==> config.mk <==
export PLATFORM = sky130hd
export DESIGN_NAME = pulse_decoder
export DESIGN_NICKNAME = d
export VERILOG_FILES = /design/src/rtl/pulse_decoder.sv
export SDC_FILE = /design/constraint.sdc
export NUM_CORES = 1
export LEC_CHECK = 0
export ABC_AREA = 1
export CAP_MARGIN = 20
export CORE_UTILIZATION = 54
export DETAILED_ROUTE_END_ITERATION = 12
export PLACE_DENSITY_LB_ADDON = 0.08
export SETUP_SLACK_MARGIN = 0.1
export SKIP_LAST_GASP = 1
export SYNTH_ARGS = -nofsm -noshare
export SYNTH_HDL_FRONTEND = slang
export SYNTH_SLANG_ARGS = --single-unit
==> constraint.sdc <==
create_clock -name clk -period 3.2 [get_ports clk]
set_input_delay 0.48 -clock clk [delete_from_list [all_inputs] [get_ports clk]]
set_output_delay 0.48 -clock clk [all_outputs]
set_load 0.005 [all_outputs]
==> src/rtl/pulse_decoder.sv <==
// Pulse-train decoder: counts pulses, measures the first pulse width and flags
// width mismatches or saturation; a train ends after a programmable idle time.
module pulse_decoder #(
  parameter int unsigned PULSE_NUM_BITS   = 8,
  parameter int unsigned PULSE_WIDTH_BITS = 8
) (
  input  logic                        clk,
  input  logic                        reset,
  input  logic                        clk_en,
  input  logic                        in,
  input  logic [PULSE_WIDTH_BITS-1:0] timeout,
  input  logic                        trigger,
  output logic [PULSE_NUM_BITS-1:0]   pulse_count,
  output logic [PULSE_WIDTH_BITS-1:0] pulse_width,
  output logic                        err,
  output logic                        busy,
  output logic                        done,
  output logic                        rdy
);

  localparam int unsigned NW = PULSE_NUM_BITS;
  localparam int unsigned WW = PULSE_WIDTH_BITS;
  localparam logic [NW-1:0] CNT_MAX = '1;
  localparam logic [NW-1:0] CNT_ONE = NW'(1);
  localparam logic [WW-1:0] W_MAX   = '1;
  localparam logic [WW-1:0] W_ONE   = WW'(1);

  typedef enum logic [2:0] {
    S_IDLE,
    S_ARMED,
    S_HIGH,
    S_LOW,
    S_DONE
  } state_e;

  // Reset asserts asynchronously, releases two clocks after the pin goes high
  logic [1:0] rst_sync_q;
  logic       rst_n;

  always_ff @(posedge clk or negedge reset) begin
    if (!reset) begin
      rst_sync_q <= 2'b00;
    end else begin
      rst_sync_q <= {rst_sync_q[0], 1'b1};
    end
  end

  assign rst_n = rst_sync_q[1];

  // Input synchronizer runs every clock, independent of clk_en
  logic sync1_q;
  logic in_s_q;

  always_ff @(posedge clk or negedge rst_n) begin
    if (!rst_n) begin
      sync1_q <= 1'b0;
      in_s_q  <= 1'b0;
    end else begin
      sync1_q <= in;
      in_s_q  <= sync1_q;
    end
  end

  state_e          state_q, state_d;
  logic [WW-1:0]   timeout_q, timeout_d;
  logic [WW-1:0]   hi_q, hi_d;
  logic [WW-1:0]   idle_q, idle_d;
  logic [WW-1:0]   width_q, width_d;
  logic [NW-1:0]   count_q, count_d;
  logic            err_q, err_d;
  logic            done_q, done_d;
  logic            busy_q, busy_d;
  logic            rdy_q, rdy_d;
  logic            arm_c;

  always_ff @(posedge clk or negedge rst_n) begin
    if (!rst_n) begin
      state_q   <= S_IDLE;
      timeout_q <= '0;
      hi_q      <= '0;
      idle_q    <= '0;
      width_q   <= '0;
      count_q   <= '0;
      err_q     <= 1'b0;
      done_q    <= 1'b0;
      busy_q    <= 1'b0;
      rdy_q     <= 1'b1;
    end else begin
      state_q   <= state_d;
      timeout_q <= timeout_d;
      hi_q      <= hi_d;
      idle_q    <= idle_d;
      width_q   <= width_d;
      count_q   <= count_d;
      err_q     <= err_d;
      done_q    <= done_d;
      busy_q    <= busy_d;
      rdy_q     <= rdy_d;
    end
  end

  assign arm_c = clk_en && trigger &&
                 ((state_q == S_IDLE) || (state_q == S_ARMED) || (state_q == S_DONE));

  always_comb begin
    state_d   = state_q;
    timeout_d = timeout_q;
    hi_d      = hi_q;
    idle_d    = idle_q;
    width_d   = width_q;
    count_d   = count_q;
    err_d     = err_q;
    done_d    = 1'b0;

    if (arm_c) begin
      // Arm wins over any edge seen in the same tick
      timeout_d = timeout;
      hi_d      = '0;
      idle_d    = '0;
      width_d   = '0;
      count_d   = '0;
      err_d     = 1'b0;
      state_d   = S_ARMED;
    end else if (clk_en) begin
      case (state_q)
        S_ARMED: begin
          if (in_s_q) begin
            hi_d    = W_ONE;
            state_d = S_HIGH;
          end
        end
        S_HIGH: begin
          if (in_s_q) begin
            if (hi_q == W_MAX) begin
              err_d = 1'b1;
            end else begin
              hi_d = hi_q + W_ONE;
            end
          end else begin
            if (count_q == CNT_MAX) begin
              err_d = 1'b1;
            end else begin
              count_d = count_q + CNT_ONE;
            end
            // First pulse sets the reference width, later ones are compared to it
            if (count_q == '0) begin
              width_d = hi_q;
            end else if (hi_q != width_q) begin
              err_d = 1'b1;
            end
            idle_d  = W_ONE;
            state_d = (timeout_q <= W_ONE) ? S_DONE : S_LOW;
          end
        end
        S_LOW: begin
          if (in_s_q) begin
            hi_d    = W_ONE;
            state_d = S_HIGH;
          end else begin
            idle_d = idle_q + W_ONE;
            if (idle_d == timeout_q) begin
              state_d = S_DONE;
            end
          end
        end
        default: begin
        end
      endcase
      done_d = (state_d == S_DONE) && (state_q != S_DONE);
    end

    busy_d = (state_d == S_HIGH) || (state_d == S_LOW);
    rdy_d  = !busy_d;
  end

  assign pulse_count = count_q;
  assign pulse_width = width_q;
  assign err         = err_q;
  assign busy        = busy_q;
  assign done        = done_q;
  assign rdy         = rdy_q;

endmodule

# Yosys cells after proc, flatten, opt, wreduce, memory -nomap -nowiden
# Cells that the tools add are included.
op_classes:
  addsub: 3
  shifts: 0
  div_mod_pow: 0
  mux: 41
  n_eq_ne: 20
  n_lt_le_gt_ge: 1
  mul: 0
  bitwise_logic: 0
  reduce_logical: 20
ops:
  columns: ["operator", "n"]
  rows:
  - ["$mux W8", 19]
  - ["$pmux W8 S2", 2]
  - ["$mux W3", 9]
  - ["$add A8 B1 Y8 const B", 3]
  - ["$eq A8 B8 Y1 const B", 2]
  - ["$ne A3 B3 Y1 const B", 5]
  - ["$eq A3 B2 Y1 const B", 4]
  - ["$reduce_and A4 Y1", 3]
  - ["$mux W1", 10]
  - ["$pmux W3 S3", 1]
  - ["$eq A8 B8 Y1", 1]
  - ["$le A8 B1 Y1 const B", 1]
  - ["$logic_not A8 Y1", 1]
  - ["$ne A8 B8 Y1", 1]
  - ["$eq A3 B3 Y1 const B", 2]
  - ["$ne A3 B1 Y1 const B", 2]
  - ["$reduce_bool A2 Y1", 3]
  - ["$reduce_bool A3 Y1", 2]
  - ["$reduce_and A5 Y1", 1]
  - ["$eq A3 B1 Y1 const B", 1]
  - ["$logic_and A1 B1 Y1", 3]
  - ["$logic_not A3 Y1", 1]
  - ["$logic_or A1 B1 Y1", 3]
  - ["$reduce_and A3 Y1", 1]
  - ["other kinds (4)", 4]
totals:
  latchBits: 0
  ram_bits: 0
  n_memories: 0
  regBits: 51
  romBits: 0
  output_inout_bits: 20

# Depth between registers and ports, before layout
# Gate-level depths: netlist of run 1.
depth:
  word_depth: 12
  mapped_depth: 15
  depth_no_buf: 15

# Worst setup path before layout of run 1
# No wires, ideal clock.
synth_timing:
  path_type: "register to register"
  startpoint: "register idle_q[0]"
  endpoint: "register busy_q, in the netlist busy"
  path_stages_with_launch: 11
  path_buffers: 0
  synth_period_minus_slack_ns: 1.683
  required_ns: 3.088
  arrival_ns: 1.572
  setup_time_ns: 0.112
  path_slack_ns: 1.517
  path_cell_list: "dfrtp_1 ha_1 xor2_1 nor2_1 nand3_2 nor2_4 nand3_4 o21ai_2 o21ai_2 nand2_2 inv_2"
synth_between:
  elab_chain_len: 11
  word_cells_on_any_way: 12
  cone_classes: "add/sub (1); eq/ne (3); mux (7); reduce/logical (1)"
synth_lines:
  columns: ["element", "line_no", "text"]
  rows:
  - ["start: declaration", "67", "logic [WW-1:0] idle_q, idle_d;"]
  - ["start signal: assignment", "92", "idle_q <= idle_d;"]
  - ["$add A8 B1 Y8 (*)", "160", "idle_d = idle_q + W_ONE;"]
  - ["$eq A8 B8 Y1 (*)", "161", "if (idle_d == timeout_q) begin"]
  - ["$mux W3 (*)", "161", null]
  - ["$mux W3 (*)", "156", "if (in_s_q) begin"]
  - ["$pmux W3 S3 (*)", "125", "case (state_q)"]
  - ["$mux W3 (*)", "124", "end else if (clk_en) begin"]
  - ["$mux W3 (*)", "115", "if (arm_c) begin"]
  - ["$mux W3 (*)", "124", null]
  - ["$mux W3 (*)", "115", null]
  - ["$eq A3 B2 Y1", "172", "busy_d = (state_d == S_HIGH) || (state_d == S_LOW);"]
  - ["$logic_or A1 B1 Y1 (*)", "172", null]
  - ["named net busy_d", "72", "logic busy_q, busy_d;"]
  - ["end signal: assignment", "97", "busy_q <= busy_d;"]
  - ["end: declaration", "72", null]
# Mark *: on every way through the listed nets, which the timed path passes. The rest lies on a longest branch. The select of a mux whose other input is x is not followed.
# A chain may end at the register's enable or synchronous reset.

# Worst setup path in the final report of run 1
layout_timing:
  startpoint: "input port clk_en"
  endpoint: "register hi_q[3]"
layout_between:
  elab_chain_len: 4
  word_cells_on_any_way: 9
  cone_classes: "eq/ne (3); mux (1); reduce/logical (5)"
layout_lines:
  columns: ["element", "line_no", "text"]
  rows:
  - ["start: declaration", "9", "input logic clk_en,"]
  - ["$logic_and A1 B1 Y1 (2 in a row)", "102", "assign arm_c = clk_en && trigger &&"]
  - ["$ne A3 B3 Y1 (no source line) (tied with other cells)", null, null]
  - ["$reduce_and A5 Y1 (no source line)", null, null]
  - ["end signal: assignment", "91", "hi_q <= hi_d;"]
  - ["end: declaration", "66", "logic [WW-1:0] hi_q, hi_d;"]
# Parallel ways exist; a longest one is shown, timed or not.

==> results of run 1 <==
==> power by group <==
part | internal [mW] | switching (mW) | leakage [nW] | total [mW]
registers | 0.823 | 0.164 | 0.660 | 0.987
clock network | 0.159 | 0.231 | 0.0489 | 0.389
logic | 0.467 | 0.607 | 0.770 | 1.07
==> path summary, 6_finish.rpt <==
kind                             endpoint  depth (start not counted)  slack [ns]
hold / removal              rst_sync_q[1]                          1        0.32
hold reg to reg            pulse_count[3]                          0        0.33
max in group asynchronous         hi_q[0]                          1        2.18
min in group clk            rst_sync_q[1]                          0        0.36
setup / recovery                  hi_q[3]                          5        0.96
setup reg to reg                  hi_q[4]                         10        1.18
==> cell type report <==
type	instances	area share
multi-input cells	253	0.420
flip-flops and latches	51	0.374
inverters	46	0.0505
clock buffers	5	0.0201
clock inverters	3	0.00659
well taps	70	0.0256
repair buffers	36	0.103
==> sequential cells by signal (all words and copies together), names as in the netlist <==
| signal | count |
|---|---|
| state_q | 3 |
| in_s_q | 1 |
| pulse_count | 8 |
| hi_q | 8 |
| done | 1 |
| timeout_q | 8 |
| err | 1 |
| rdy | 1 |
| pulse_width | 8 |
| sync1_q | 1 |
| busy | 1 |
| idle_q | 8 |
| rst_sync_q | 2 |
==> placed cells by master, fill, tap and decap left out, types with 3 or more instances in the layout <==
cell type        netlist  routed
buf_4                  1       4
o22ai_1                5       5
nand4_1               13      13
nand2_2               10      10
xnor2_1                6       6
clkbuf_8               0       5
a21oi_1               12      12
nand3_2                7       7
inv_2                  6       6
inv_1                 40      40
ha_1                   4       4
o21ai_2                3       3
nor2_1                25      25
xor2_1                 3       3
nor2_4                 7       7
o21ai_1                4       4
o21ai_0               30      30
clkdlybuf4s50_1        0      32
nand3_1               22      22
dfrtp_1               50      49
nand2_1               69      69
nor3_1                 5       5
nor2_2                 7       7
==> layer usage <==
metal,vias up,wire [µm],GRT usage
li1,1246,-,-
met1,1182,3030,0.320
met2,57,2940,0.386
met3,8,252,0.0529
met4,0,75,0.0823
met5,-,0,0
==> metrics by stage <==
stage          worst slack (ns)   util  hold WS [ns]  cells  instance area, µm²
6_report                  0.961  0.660         0.317    464                3420
5_1_grt                   0.772  0.660         0.308    464                3420
4_1_cts                    1.00  0.660         0.308    464                3420
3_5_place_dp              0.661  0.643         0.343    456                3320
3_3_place_gp              0.776  0.643         0.335    456                3320
2_1_floorplan              1.52      -         0.184    358                2920
==> logic make-up (layout without fill, tap and decap cells) <==
kind of cell	Yosys count	after routing
other	1	1
adders and majority gates	4	4
DFF	51	51
and+or+nand+nor	173	173
xor gates and xnor gates	9	9
AOI/OAI and AO/OA	66	66
buffers and inverters	54	90
==> worst register-to-register path: stages (launching register included) <==
cell and delay (ns):
dfrtp_1 0.44, ha_1 0.20, nand2_1 0.09, nor2_2 0.15
nand4_1 0.14, nor2_1 0.12, nand2_1 0.06, nand4_1 0.09
nand2_1 0.32, a21oi_1 0.24, a21oi_1 0.05
==> impl_metrics.env, run 1 <==
export IMPL_fin_nets=410
export IMPL_synth_top_cells_by_count="nand2_1 (69), dfrtp_1 (50), inv_1 (40)"
export IMPL_dieHeight_um=75.6
export IMPL_first_iter_violations=153
export IMPL_area_growth_pct=16.8
export IMPL_ir_drop_uv=419
export IMPL_synthMuxAreaShare=0
export IMPL_leakage_nw=1.48
export IMPL_synth_edf_count=0
export IMPL_fillers=461
export IMPL_synth_compound_area_frac=0.131
export IMPL_finalCriticalPeriod_ns=2.24
export IMPL_criticalPathCategory="input pin to flip-flop"
export IMPL_clk_pin_slew_ns=0.10
export IMPL_power_density_mw_per_mm2=717
export IMPL_rows=26
export IMPL_post_cts_repair_setup_buffers=0
export IMPL_cts_tree="done"
export IMPL_grt_ovfl_total=0
export IMPL_io_buffers=32
export IMPL_cp_max_fo=15
export IMPL_max_freq_ghz=0.447
export IMPL_yosys_area_top_type_share=0.428
export IMPL_ant_nets=0
export IMPL_p_total_mw=2.45
export IMPL_drt_first_pass_iters=4
export IMPL_syn_nets=375
export IMPL_hold_path_class="input pin to asynchronous set/reset pin"
export IMPL_async_reset_ff_frac=1.00
export IMPL_cts_sinks=51
export IMPL_core_area_mm2=0.00517
export IMPL_vias_per_cell=5.37
export IMPL_maxSlewViolCount=0
export IMPL_synth_top_cell_by_area="dfrtp_1"
export IMPL_initial_core_util=0.565
export IMPL_multiInputGateArea_mm2=0.00144
export IMPL_reg2reg_from="hi_q[1]"
export IMPL_worst_setup_path_start_kind="input pin"
export IMPL_io_pins=33
export IMPL_synth_warnings=0
export IMPL_status="finished, final reports clean"
export IMPL_routedWlPerCell_um=13.6
export IMPL_netlist_top_cells_area="dfrtp_1 (43%), nand2_1 (8.9%), inv_1 (5.1%)"
export IMPL_tightest_slew_ns=0.723
export IMPL_synth_cell_types=39
export IMPL_grt_setup_unrepaired="no"
export IMPL_dp_hpwl_um=4610
export IMPL_drc=0
export IMPL_end_kind="flip-flop"
export IMPL_cts_resized=0
export IMPL_setup_viol=0
export IMPL_grt_pass1_vias=2334
export IMPL_synthSimpleGateAreaFrac=0.314
export IMPL_crit_arrival_ns=2.44
export IMPL_final_setup_tns_ns=0
export IMPL_syn_area_mm2=0.00292
export IMPL_cts_buffers=5
export IMPL_fin_skew_ns=0.00619
export IMPL_synth_cells=358
export IMPL_crit_path_cell_trace="clkdlybuf4s50_1 -> nand4_2 -> nand2_1 -> o21ai_0 -> o21a_1"
export IMPL_h_tree_depth=2
export IMPL_diodes=0
export IMPL_cts_max_path_buffers=2
export IMPL_avgSynthCellArea_um2=8.17
export IMPL_cap_viol_max_count=0
export IMPL_path_delay_family="simple AND/OR/NAND/NOR gates"
export IMPL_ys_seq_area_frac=0.437
export IMPL_yosys_area_share_xor_xnor=0.0270
export IMPL_maxSlewHeadroom=0.518
export IMPL_drive_above_1_share=0.160
export IMPL_drt_wl_total_um=6290
export IMPL_grt_max_degree=35
export IMPL_synth_top_family_by_area="simple AND/OR/NAND/NOR gates"
export IMPL_dieArea_mm2=0.00571
export IMPL_place_congestion=0.860
export IMPL_synth_seq_cells=51
export IMPL_fin_crit_sh=0.700
export IMPL_finalHoldViolCount=0
export IMPL_slowest_stage="clkdlybuf4s50_1"
export IMPL_timing_critical_path_from="clk_en"
export IMPL_grt_pass1_wl_um=10200
export IMPL_crit_required_ns=3.40
export IMPL_fp_dieW_um=75.6
export IMPL_yosysMostFrequentCell="nand2_1"
export IMPL_grt_usage=0.239
export IMPL_synth_ff_type="dfrtp_1"
export IMPL_hold_buffers=0
export IMPL_worstSkewPairLatency_ns=0.31
export IMPL_vias=2493
export IMPL_crit_buf_inv=1
export IMPL_synthAdderAreaFrac=0.0171
export IMPL_cp_slowest_stage_delay_ns=0.65
export IMPL_cts_root_buf="clkbuf_8"
export IMPL_antenna_found_initial=0
export IMPL_seq_area_mm2=0.00128
Power figures use the tool's default switching activity.
==> inputs of run 2 (changes only) <==
--- a/config.mk
+++ b/config.mk
@@ -7,7 +7,7 @@
 export LEC_CHECK = 0
 export ABC_AREA = 1
 export CAP_MARGIN = 20
-export CORE_UTILIZATION = 54
+export CORE_UTILIZATION = 51
 export DETAILED_ROUTE_END_ITERATION = 12
 export PLACE_DENSITY_LB_ADDON = 0.08
 export SETUP_SLACK_MARGIN = 0.1
==> constraint.sdc (replaced) <==
create_clock -name clk -period 1.88 [get_ports clk]
set_input_delay 0.282 -clock clk [delete_from_list [all_inputs] [get_ports clk]]
set_output_delay 0.282 -clock clk [all_outputs]
set_load 0.005 [all_outputs]
==> impl_metrics.env, run 2 (synthesis results as in run 1) <==
export IMPL_place_area_mm2=0.00346
export IMPL_grtUsageMet1=0.334
export IMPL_grt_usage=0.239
export IMPL_leakage_nw=1.63
export IMPL_fin_crit_sh=0.938
export IMPL_routedWlPerCell_um=13.7
export IMPL_finalCriticalPeriod_ns=1.76
export IMPL_first_iter_violations=89
export IMPL_crit_arrival_ns=1.96
export IMPL_tightest_slew_ns=0.578
export IMPL_drive_above_1_share=0.266
export IMPL_dp_cells=476
export IMPL_drt_wl_total_um=6690
export IMPL_antenna_found_initial=0
export IMPL_final_area_mm2=0.00376
export IMPL_h_tree_depth=2
export IMPL_cts_tree="done"
export IMPL_maxSlewViolCount=0
export IMPL_worstSkewPairLatency_ns=0.30
export IMPL_whs_ns=0.125
export IMPL_vias_per_cell=5.21
export IMPL_finalHoldViolCount=0
export IMPL_grt_busiest_layer="met2"
export IMPL_final_util=0.683
export IMPL_io_buffers=32
export IMPL_cts_buffers=5
export IMPL_hold_buffers=0
export IMPL_grt_pass1_wl_um=11500
export IMPL_grtUsageMet3=0.0376
export IMPL_fp_dieW_um=77.7
export IMPL_place_congestion=0.832
export IMPL_dieHeight_um=77.7
export IMPL_power_density_mw_per_mm2=1240
export IMPL_final_setup_tns_ns=0
export IMPL_rr_worst_depth=12
export IMPL_final_common_cell="nand2_1"
export IMPL_dieArea_mm2=0.00604
export IMPL_ir_drop_uv=586
export IMPL_core_area_mm2=0.00551
export IMPL_grt_setup_unrepaired="yes"
export IMPL_p_total_mw=4.67
export IMPL_io_pins=33
export IMPL_status="finished, final reports clean"
export IMPL_cts_max_path_buffers=2
export IMPL_max_freq_ghz=0.567
export IMPL_maxSlewHeadroom=0.614
export IMPL_dp_hpwl_um=4830
export IMPL_drc=0
export IMPL_end_kind="flip-flop"
export IMPL_pre_cts_ws_ns=-0.0581
export IMPL_final_cell_mix="nand2_1 (60), dfrtp_1 (46), inv_1 (39)"
export IMPL_worst_setup_path_start_kind="flip-flop"
export IMPL_grt_ovfl_total=0
export IMPL_criticalPathCategory="flip-flop to flip-flop"
export IMPL_ant_nets=0
export IMPL_timing_rr_end="state_q[0]"
export IMPL_vias=2546
export IMPL_cts_sinks=51
export IMPL_fin_nets=433
export IMPL_setup_viol=0
export IMPL_fin_cells=489
export IMPL_rows=27
export IMPL_fin_ws_ns=0.117
export IMPL_reg2reg_slack_ns=0.12
export IMPL_fin_skew_ns=0.00633
export IMPL_cts_root_buf="clkbuf_8"
export IMPL_hold_path_class="input pin to asynchronous set/reset pin"
export IMPL_area_growth_pct=28.6
export IMPL_cp_max_fo=3
export IMPL_diodes=0
export IMPL_reg2reg_from="idle_q[0]"
export IMPL_crit_required_ns=2.08
export IMPL_grt_max_degree=26
export IMPL_grt_pass1_vias=2490
export IMPL_cap_viol_max_count=0
export IMPL_clk_pin_slew_ns=0.10
export IMPL_drt_first_pass_iters=4
export IMPL_use_met2=0.388
export IMPL_initial_core_util=0.531
-- run 2: changes by cell type in the layout (fill, tap and decap cells not counted), moves of 3 or more --
cell     change
buf_4       +20
buf_6        +3
dfrtp_1      -3
dfrtp_2      +3
nand2_1      -9
nand2_2      +8
nand3_1      -7
nand3_2      +6
-- run 2: worst max-delay path by stage --
stage,start,to,slack [ns]
2_1_floorplan,idle_q[0],busy,0.20
4_1_cts,hi_q[1],hi_q[0],0.09
5_1_grt,idle_q[1],state_q[0],-0.05
6_report,idle_q[0],state_q[0],0.12
3_3_place_gp,clk_en,pulse_count[7],-0.005
3_5_place_dp,clk_en,pulse_count[7],-0.06
-- run 2: repair_timing --
action / 4_1_cts / 5_1_grt
gates cloned: 0 / 0
gates resized for setup: 2 / 32
setup buffers: 1 / 4
endpoints found under the setup margin: 5 / 17
pin swaps: 1 / 13
-- run 2: per-layer routing --
layer,routed length [µm],vias up
met3,196,9
li1,-,1295
met5,0,-
met1,3180,1200
met2,3240,42
met4,76,0
-- run 2: cell type report --
class                   count  area [µm²]
clock buffers               5        68.8
clock inverters             3        67.6
fillers                   466        1750
inverters                  46         173
multi-input cells         253        1550
flip-flops and latches     51        1280
well taps                  72        90.1
repair buffers             59         534
-- run 2: critical path: stages (launching register included) --
cell and delay [ns]:
dfrtp_1 0.39, ha_2 0.29, xor2_1 0.16, nor2_1 0.13, nand3_2 0.11, nor2_4 0.11, nand3_4 0.10, nand2_2 0.07
nand2_1 0.04, nand2_1 0.08, nand2_2 0.07, nand2_2 0.05, nand2_1 0.04
-- run 2: report_power, final --
part | leakage, nW | switching, mW | internal [mW]
clock network | 0.0644 | 0.373 | 0.531
logic | 0.911 | 1.16 | 0.953
registers | 0.655 | 0.253 | 1.40
total | 1.63 | 1.78 | 2.89
